===== config.mk =====
export PLATFORM = sky130hd
export DESIGN_NAME = uart_tx_param
export DESIGN_NICKNAME = d
export VERILOG_FILES = /design/src/rtl/uart_tx_param.sv
export SDC_FILE = /design/constraint.sdc
export NUM_CORES = 1
export LEC_CHECK = 0
export ABC_AREA = 1
export BUFFER_PORTS_ARGS = -buffer_cell sky130_fd_sc_hd__buf_2
export CAP_MARGIN = 0
export CORE_MARGIN = 2
export CORE_UTILIZATION = 60
export CTS_CLUSTER_SIZE = 10
export DETAILED_ROUTE_END_ITERATION = 8
export PLACE_DENSITY = 0.82
export SLEW_MARGIN = 15
export SYNTH_ARGS = -nofsm -noshare
export SYNTH_HDL_FRONTEND = slang
export SYNTH_SLANG_ARGS = --single-unit

===== constraint.sdc =====
create_clock -name i_clock -period 3 [get_ports i_clock]
set_input_delay 0.15 -clock i_clock [delete_from_list [all_inputs] [get_ports i_clock]]
set_output_delay 0.15 -clock i_clock [all_outputs]
set_load 0.005 [all_outputs]

===== src/rtl/uart_tx_param.sv =====
// uart_tx_param: parametrised UART transmitter.
// Frame: start bit, DATA_BITS data bits LSB first, optional parity bit, stop period.
// Bit timing comes from an external oversampling tick (OVS_TICKS per bit,
// STOP_TICKS for the stop period).
// Optional feature: define UART_TX_PARITY_EN to insert the PARITY state.
module uart_tx_param #(
  parameter int unsigned DATA_BITS  = 8,
  parameter int unsigned OVS_TICKS  = 16,
  parameter int unsigned STOP_TICKS = 16
) (
  input  logic                 i_clock,
  input  logic                 i_reset,
  input  logic                 i_tick,
  input  logic [DATA_BITS-1:0] i_data,
  input  logic                 i_tx_start,
  input  logic                 i_parity_odd,
  output logic                 o_ready,
  output logic                 o_busy,
  output logic                 o_done,
  output logic                 o_tx
);

  // Tick counter must hold the larger of the two period lengths minus one.
  localparam int unsigned TICK_MAX = (OVS_TICKS > STOP_TICKS) ? OVS_TICKS : STOP_TICKS;
  localparam int unsigned TICK_W   = (TICK_MAX > 2) ? $clog2(TICK_MAX) : 1;
  localparam int unsigned BIT_W    = (DATA_BITS > 2) ? $clog2(DATA_BITS) : 1;

  localparam logic [TICK_W-1:0] OVS_LAST  = TICK_W'(OVS_TICKS - 1);
  localparam logic [TICK_W-1:0] STOP_LAST = TICK_W'(STOP_TICKS - 1);
  localparam logic [BIT_W-1:0]  BIT_LAST  = BIT_W'(DATA_BITS - 1);

  typedef enum logic [2:0] {
    S_IDLE   = 3'd0,
    S_START  = 3'd1,
    S_DATA   = 3'd2,
`ifdef UART_TX_PARITY_EN
    S_PARITY = 3'd3,
`endif
    S_STOP   = 3'd4
  } state_t;

  state_t               r_state;
  state_t               w_state_n;
  logic [TICK_W-1:0]    r_tick_cnt;
  logic [TICK_W-1:0]    w_tick_cnt_n;
  logic [TICK_W-1:0]    w_tick_inc;
  logic [BIT_W-1:0]     r_bit_cnt;
  logic [BIT_W-1:0]     w_bit_cnt_n;
  logic [DATA_BITS-1:0] r_shift;
  logic [DATA_BITS-1:0] w_shift_n;
  logic                 r_tx;
  logic                 w_tx_n;
  logic                 r_ready;
  logic                 r_busy;
  logic                 w_done_c;
  logic                 w_ovs_end;
  logic                 w_stop_end;
  logic                 w_bit_last;

`ifdef UART_TX_PARITY_EN
  logic                 r_parity;
  logic                 w_parity_n;
`else
  // Parity select has no function in this build.
  logic                 w_unused_parity_odd;
  assign w_unused_parity_odd = i_parity_odd;
`endif

  // Period-end detection: counter only moves on tick cycles.
  assign w_tick_inc = r_tick_cnt + TICK_W'(1);
  assign w_ovs_end  = i_tick & (r_tick_cnt == OVS_LAST);
  assign w_stop_end = i_tick & (r_tick_cnt == STOP_LAST);
  assign w_bit_last = (r_bit_cnt == BIT_LAST);

  // State and datapath registers with synchronous reset.
  always_ff @(posedge i_clock) begin
    if (i_reset) begin
      r_state    <= S_IDLE;
      r_tick_cnt <= '0;
      r_bit_cnt  <= '0;
      r_shift    <= '0;
      r_tx       <= 1'b1;
      r_ready    <= 1'b1;
      r_busy     <= 1'b0;
    end else begin
      r_state    <= w_state_n;
      r_tick_cnt <= w_tick_cnt_n;
      r_bit_cnt  <= w_bit_cnt_n;
      r_shift    <= w_shift_n;
      r_tx       <= w_tx_n;
      r_ready    <= (w_state_n == S_IDLE);
      r_busy     <= (w_state_n != S_IDLE);
    end
  end

`ifdef UART_TX_PARITY_EN
  // Parity bit computed once from the accepted word and odd/even select.
  always_ff @(posedge i_clock) begin
    if (i_reset) begin
      r_parity <= 1'b0;
    end else begin
      r_parity <= w_parity_n;
    end
  end
`endif

  // Next-state, counters, shift register and next line value.
  always_comb begin
    w_state_n    = r_state;
    w_tick_cnt_n = r_tick_cnt;
    w_bit_cnt_n  = r_bit_cnt;
    w_shift_n    = r_shift;
    w_tx_n       = r_tx;
    w_done_c     = 1'b0;
`ifdef UART_TX_PARITY_EN
    w_parity_n   = r_parity;
`endif

    case (r_state)
      S_IDLE: begin
        w_tx_n = 1'b1;
        // A tick coinciding with the accept is deliberately not counted.
        if (i_tx_start) begin
          w_shift_n    = i_data;
          w_tick_cnt_n = '0;
          w_bit_cnt_n  = '0;
          w_tx_n       = 1'b0;
          w_state_n    = S_START;
`ifdef UART_TX_PARITY_EN
          w_parity_n   = (^i_data) ^ i_parity_odd;
`endif
        end
      end

      S_START: begin
        if (i_tick) begin
          if (w_ovs_end) begin
            w_tick_cnt_n = '0;
            w_tx_n       = r_shift[0];
            w_state_n    = S_DATA;
          end else begin
            w_tick_cnt_n = w_tick_inc;
          end
        end
      end

      S_DATA: begin
        if (i_tick) begin
          if (w_ovs_end) begin
            w_tick_cnt_n = '0;
            if (!w_bit_last) begin
              w_shift_n   = {1'b0, r_shift[DATA_BITS-1:1]};
              w_bit_cnt_n = r_bit_cnt + BIT_W'(1);
              w_tx_n      = r_shift[1];
            end else begin
`ifdef UART_TX_PARITY_EN
              w_tx_n    = r_parity;
              w_state_n = S_PARITY;
`else
              w_tx_n    = 1'b1;
              w_state_n = S_STOP;
`endif
            end
          end else begin
            w_tick_cnt_n = w_tick_inc;
          end
        end
      end

`ifdef UART_TX_PARITY_EN
      S_PARITY: begin
        if (i_tick) begin
          if (w_ovs_end) begin
            w_tick_cnt_n = '0;
            w_tx_n       = 1'b1;
            w_state_n    = S_STOP;
          end else begin
            w_tick_cnt_n = w_tick_inc;
          end
        end
      end
`endif

      S_STOP: begin
        w_tx_n = 1'b1;
        if (i_tick) begin
          if (w_stop_end) begin
            w_tick_cnt_n = '0;
            w_bit_cnt_n  = '0;
            w_done_c     = 1'b1;
            w_state_n    = S_IDLE;
          end else begin
            w_tick_cnt_n = w_tick_inc;
          end
        end
      end

      default: begin
        // Unreachable encodings fall back to an idle line.
        w_state_n    = S_IDLE;
        w_tick_cnt_n = '0;
        w_bit_cnt_n  = '0;
        w_tx_n       = 1'b1;
      end
    endcase
  end

  // Done marks the final stop tick; a reset on that cycle suppresses it.
  assign o_done  = w_done_c & ~i_reset;
  assign o_tx    = r_tx;
  assign o_ready = r_ready;
  assign o_busy  = r_busy;

endmodule

==> impl_metrics.yaml, run 1 <==
status:
  status: "complete, no violations"
detailed_routing:
  routedWlPerCell_um: 10.2
  viasPerCell: 4.96
  vias: 1117
  drtIter0Drc: 8
  firstDrtPassIters: 6
  antenna_left: 0
  drc: 0
  wirelength_um: 2290
worst_setup_path:
  endpoint: "o_done"
  r2r_slack_ns: 1.36
  worstPathMaxFanout: 7
  r2r-end: "r_bit_cnt[2]"
  arrival_ns: 1.64
  critPathLaunchType: "flip-flop"
  crit_type: "flip-flop to output pin"
  critPathRequiredTime_ns: 2.85
  r2r-start: "r_tick_cnt[0]"
  critPathLaunch: "r_tick_cnt[0]"
  worstRegToRegCells: 9
  endpoint_kind: "output pin"
sta:
  max_slew_margin_pct: 64.5
  hold_viol: 0
  max_freq_ghz: 0.558
  period_share_pct: 59.7
  setup_viol: 0
  skew_ns: 0.00570
  tns_ns: 0
  layout_min_cycle_time_ns: 1.79
  rsz0062_at_grt: "no"
  final_max_slew_viol_count: 0
  worst_slew_pin_slew_ns: 0.532
  fin_ws_ns: 1.21
power_and_ir_drop:
  p_leak_nw: 0.707
  ir_drop_mv: 0.299
  pwr_density_cell_nw_per_um2: 438
grt:
  grt_pass1_wl_um: 3850
  overflow: 0
  antenna_found_initial: 0
  grt_pass1_vias: 960
  grt_usage_pct: 19.6
  grt_max_degree: 21
placed_design:
  gp_congestion: 0.847
  place_ws_ns: 1.38
  io_buffers: 15
  dp_hpwl_um: 1770
logic_synthesis:
  ys_top_cells_by_area: "dfxtp_1 (33%), nand2_1 (13%), nor2_1 (11%), inv_1 (5.5%), nand2_2 (4.4%)"
  yosys_register_bits: 21
  syn_area_per_cell_um2: 7.04
  syn_inst: 183
  synth_fp_nets: 199
  yosysWarnings: 0
  ys_seq_area_share_pct: 32.7
  yosys.area.top_type_share_pct: 32.7
  synth_cell_type_count: 26
  syn_area_um2: 1290
  synth_top_area_cell: "dfxtp_1"
finish:
  drive_above_1_share_pct: 24.7
  num-nets-final: 215
  diodes: 0
  area_delta_synth_final_pct: 6.03
floorplanning:
  die_w_um: 50.3
  start_util_pct: 64.3
  rows: 16
  ios: 17
  coreArea_um2: 2000
  die-area_um2: 2530
  die_height_um: 50.3
cts:
  insertion_delay_ns: 0.29
  cts_root_buf: "clkbuf_4"
  cts_max_level: 1
  clock_sinks: 21
  holdBufCountCts: 0
  cts_inserted_buffers: 3
  cts_setup_buffers: 0
  clkTransAtPathRegs_ns: 0.11
  cts_tree: "done"
  clockBufferDepth: 2
  cts_resized: 0
worst_hold_path:
  holdCritPathClass: "input pin to flip-flop"
flow_run:
  maxCapViolCount: 0
[area by class of cell]
class / count / area [µm²]
Sequential cell: 21 / 420
Clock buffer: 4 / 26.3
Inverter: 25 / 96.3
Multi-Input combinational cell: 133 / 713
Tap cell: 27 / 33.8
Fill cell: 193 / 637
Timing Repair Buffer: 15 / 75.1
[worst min-delay path by stage]
stage               startpoint       endpoint  cells after the start
floorplan              i_reset  r_tick_cnt[2]                      1
detailed placement     i_reset  r_tick_cnt[2]                      2
global route           i_reset  r_tick_cnt[2]                      2
finish                 i_reset  r_tick_cnt[2]                      2
CTS                    i_reset  r_tick_cnt[2]                      2
global placement       i_reset  r_tick_cnt[2]                      2
[cell usage after synthesis (all sizes together)]
cell / count
or2: 1
nor2: 43
nand3: 8
nor3: 2
xor2: 2
nand2: 57
inv: 25
o21ai: 9
a21oi: 3
dfxtp: 21
nand4: 5
buf: 4
ha: 3
[registers in the layout (all words and copies together) (netlist names)]
name,flops
r_shift,8
r_tick_cnt,4
r_bit_cnt,3
r_state,3
o_busy,1
o_ready,1
o_tx,1
[critical path: stages (launching register included)]
cell and delay, ns:
dfxtp_1 0.40, ha_1 0.22, nand2_2 0.08, nor2_4 0.22, inv_1 0.15, nor3_1 0.14, buf_2 0.14
[metrics by stage]
step | total power [mW] | util (%) | hold slack [ns] | instance area [µm²] | instances
2_1_floorplan | 0.443 | - | 0.212 | 1290 | 183
3_3_place_gp | 0.462 | 66.9 | 0.381 | 1340 | 221
3_5_place_dp | 0.471 | 66.9 | 0.381 | 1340 | 221
4_1_cts | 0.606 | 68.2 | 0.0590 | 1370 | 225
5_1_grt | 0.642 | 68.2 | 0.0537 | 1370 | 225
6_report | 0.597 | 68.2 | 0.0697 | 1370 | 225
[placed cells by master (no fill, tap or decap), types with 3 or more instances in the layout]
master | Yosys | final
buf_2 | 0 | 15
clkbuf_4 | 0 | 3
dfxtp_1 | 21 | 21
ha_1 | 3 | 3
inv_1 | 19 | 19
inv_2 | 5 | 5
nand2_1 | 44 | 44
nand2_2 | 9 | 9
nand2_4 | 4 | 4
nand3_1 | 3 | 3
nand3_4 | 3 | 3
nand4_1 | 5 | 5
nor2_1 | 38 | 38
nor2_4 | 3 | 3
o21ai_1 | 7 | 7
[per-layer routing]
layer  routed length (µm)  track usage (%)  share of wire (%)  vias up
met5                    0                0                  0        -
li1                     -                -                  -      592
met3                   61             5.06                2.7        2
met4                   13             7.21               0.57        0
met1                 1020             23.1                 44      509
met2                 1200             34.2                 52       14
[report_power, final]
| group | internal [mW] | total [mW] | switching [mW] |
|---|---|---|---|
| sequential | 0.306 | 0.321 | 0.0147 |
| combinational | 0.0561 | 0.144 | 0.0875 |
| clock | 0.0517 | 0.133 | 0.0810 |
[cell families (layout without fill, tap and decap cells)]
| family | Yosys count | after routing | share of synthesized area (%) |
|---|---|---|---|
| buffers and inverters | 29 | 44 | 12.0 |
| and+or+nand+nor | 116 | 116 | 45.9 |
| adders and majority gates | 3 | 3 | 2.92 |
| xor gates and xnor gates | 2 | 2 | 1.36 |
| AOI/OAI and AO/OA | 12 | 12 | 5.25 |
| DFF | 21 | 21 | 32.7 |
No activity file was read; power rests on OpenSTA's default activity.
==> inputs of run 2 (changes only) <==
--- a/config.mk
+++ b/config.mk
@@ -9,10 +9,10 @@
 export BUFFER_PORTS_ARGS = -buffer_cell sky130_fd_sc_hd__buf_2
 export CAP_MARGIN = 0
 export CORE_MARGIN = 2
-export CORE_UTILIZATION = 60
+export CORE_UTILIZATION = 56
 export CTS_CLUSTER_SIZE = 10
 export DETAILED_ROUTE_END_ITERATION = 8
-export PLACE_DENSITY = 0.82
+export PLACE_DENSITY = 0.78
 export SLEW_MARGIN = 15
 export SYNTH_ARGS = -nofsm -noshare
 export SYNTH_HDL_FRONTEND = slang
==> constraint.sdc (replaced) <==
create_clock -name i_clock -period 1.7 [get_ports i_clock]
set_input_delay 0.085 -clock i_clock [delete_from_list [all_inputs] [get_ports i_clock]]
set_output_delay 0.085 -clock i_clock [all_outputs]
set_load 0.005 [all_outputs]
==> run 2 against run 1 <==
First-iteration DRC count up 110%. Clock power is 74% higher. Global-route usage down 0.51 points. Combinational power is 78% higher. Total power grew 77%. Highest routed layer unchanged. Worst hold slack gained 0.027 ns. Register-to-register slack worse by 1.2 ns. Clock-buffer cell count did not move. Non-clock buffer count grew 2. Utilization shrank 4.6 points. Die area grew 6.6%.
==> impl_metrics.yaml, run 2 (same netlist as run 1, synthesis figures left out) <==
status:
  status: "complete, no violations"
cts:
  cts_max_level: 1
  cts_root_buf: "clkbuf_4"
  cts_tree: "done"
  insertion_delay_ns: 0.29
  cts_resized: 0
  cts_inserted_buffers: 3
  clock_sinks: 21
  clockBufferDepth: 2
  clkTransAtPathRegs_ns: 0.11
power_and_ir_drop:
  p_leak_nw: 0.724
  seqPwrFrac_pct: 53.6
  switching_share_pct: 30.4
  pwr_density_cell_nw_per_um2: 757
  p_sw_mw: 0.321
  p_int_mw: 0.734
  p_clk_share_pct: 22.0
  pwr-share-comb_pct: 24.4
  ir_drop_mv: 0.494
grt:
  grt_pass1_vias: 1064
  grt_pass1_wl_um: 4000
  antenna_found_initial: 0
  overflow: 0
  globalRouteMet3Util_pct: 3.45
  grt_max_degree: 21
  grt_busiest_layer: "met2"
  met2_usage_pct: 35.2
  grt_usage_pct: 19.1
  gr-usage-met1_pct: 20.9
finish:
  final_common_cell: "nand2_1"
  num-fill-cells: 202
  num-nets-final: 218
  largest_register_ffs: 8
  area_delta_synth_final_pct: 8.26
  layout_common_cells: "nand2_1 (44), nor2_1 (38), dfxtp_1 (21)"
  diodes: 0
  reg_top3: "r_shift: 8 flops, r_tick_cnt: 4 flops"
  drive_above_1_share_pct: 25.4
  post_layout_nonfiller_instances: 229
  seq_area_um2: 420
  regMostFlops: "r_shift"
  multi_input_comb_area_um2: 723
sta:
  tns_ns: 0
  hold_viol: 0
  max_freq_ghz: 0.657
  worst_slew_pin_slew_ns: 0.525
  layout_min_cycle_time_ns: 1.52
  rsz0062_at_grt: "no"
  final_max_slew_viol_count: 0
  skew_ns: 0.00154
  max_slew_margin_pct: 64.9
  period_share_pct: 89.6
  setup_viol: 0
detailed_routing:
  drtIter0Drc: 17
  routedWlPerCell_um: 10.0
  firstDrtPassIters: 4
  vias: 1127
  drc: 0
  viasPerCell: 4.92
  antenna_left: 0
  wirelength_um: 2300
worst_setup_path:
  endpoint_kind: "flip-flop"
  slowest_delay_ns: 0.39
  crit_slowest_cell: "dfxtp_1"
  critPathLaunchType: "flip-flop"
  critPathRequiredTime_ns: 1.94
  crit_type: "flip-flop to flip-flop"
  worstPathMaxFanout: 7
  worstRegToRegCells: 10
  cp_cell_sequence: "ha_1 -> nand2_2 -> nor2_4 -> buf_4 -> nor2_4 -> inv_2 -> nand3_2 -> nand2_1 -> nand2_1 -> nor2_1"
  arrival_ns: 1.76
floorplanning:
  rows: 17
  start_util_pct: 58.8
  die_height_um: 52.0
  coreArea_um2: 2190
  die-area_um2: 2700
  ios: 17
  die_w_um: 52.0
placed_design:
  dp_hpwl_um: 1740
  dp_cells: 222
  gp_congestion: 0.837
  io_buffers: 15
worst_hold_path:
  holdCritPathClass: "input pin to flip-flop"
  min_path_cells: 3
flow_run:
  maxCapViolCount: 0
==> run 2: path summary, 6_finish.rpt <==
| kind | start | to | slack (ns) |
|---|---|---|---|
| max | r_tick_cnt[0] | r_shift[0] | 0.18 |
| min | i_tick | r_tick_cnt[2] | 0.1 |
| max reg2reg | r_tick_cnt[0] | r_shift[0] | 0.18 |
| min reg2reg | o_tx | o_tx | 0.48 |
==> run 2: repair_timing <==
item	in CTS	in global routing
endpoints found under the hold margin	1	0
buffers inserted	1	0
endpoints found under the setup margin	1	2
hold buffers	1	0
pin swaps	1	1
gates cloned	0	1
==> run 2: routing by layer <==
| layer | wire length (µm) | share of wire [%] | up-vias |
|---|---|---|---|
| met4 | 30 | 1.3 | 0 |
| met3 | 42 | 1.8 | 4 |
| met2 | 1170 | 51 | 8 |
| met5 | 0 | 0 | - |
| met1 | 1050 | 46 | 509 |
| li1 | - | - | 606 |
==> run 2: area by class of cell <==
class	instances	share of cell area [%]
multi-input cells	134	51.9
repair buffers	17	6.64
well taps	28	2.51
clock buffers	4	1.89
flip-flops and latches	21	30.2
inverters	25	6.91
==> run 2: worst max-delay path: cells and delay by family, from the launching register on <==
| family | cells | cell delay (ns) |
|---|---|---|
| AND/OR/NAND/NOR | 7 | 0.60 |
| adder cells (fa/ha/maj) | 1 | 0.22 |
| flip-flops | 1 | 0.39 |
| buffers and inverters | 2 | 0.26 |
==> run 2: through the flow <==
step                instance area (µm²)  util, %  power (mW)  setup slack [ns]  hold slack, ns
global placement                   1340     61.2       0.818             0.223           0.315
global route                       1390     63.6        1.14            0.0278          0.0897
CTS                                1380     63.2        1.07             0.145          0.0770
detailed placement                 1340     61.2       0.830             0.157           0.322
floorplan                          1290        -       0.782             0.324           0.147
finish                             1390     63.6        1.06             0.177          0.0963
==> run 2: power groups by stage <==
stage	clock, mW	combinational, mW	sequential (mW)
after floorplan	0	0.208	0.574
after global placement	0	0.243	0.575
after detailed placement	0	0.252	0.578
after CTS	0.252	0.255	0.566
after global routing	0.273	0.300	0.571
final	0.232	0.257	0.566
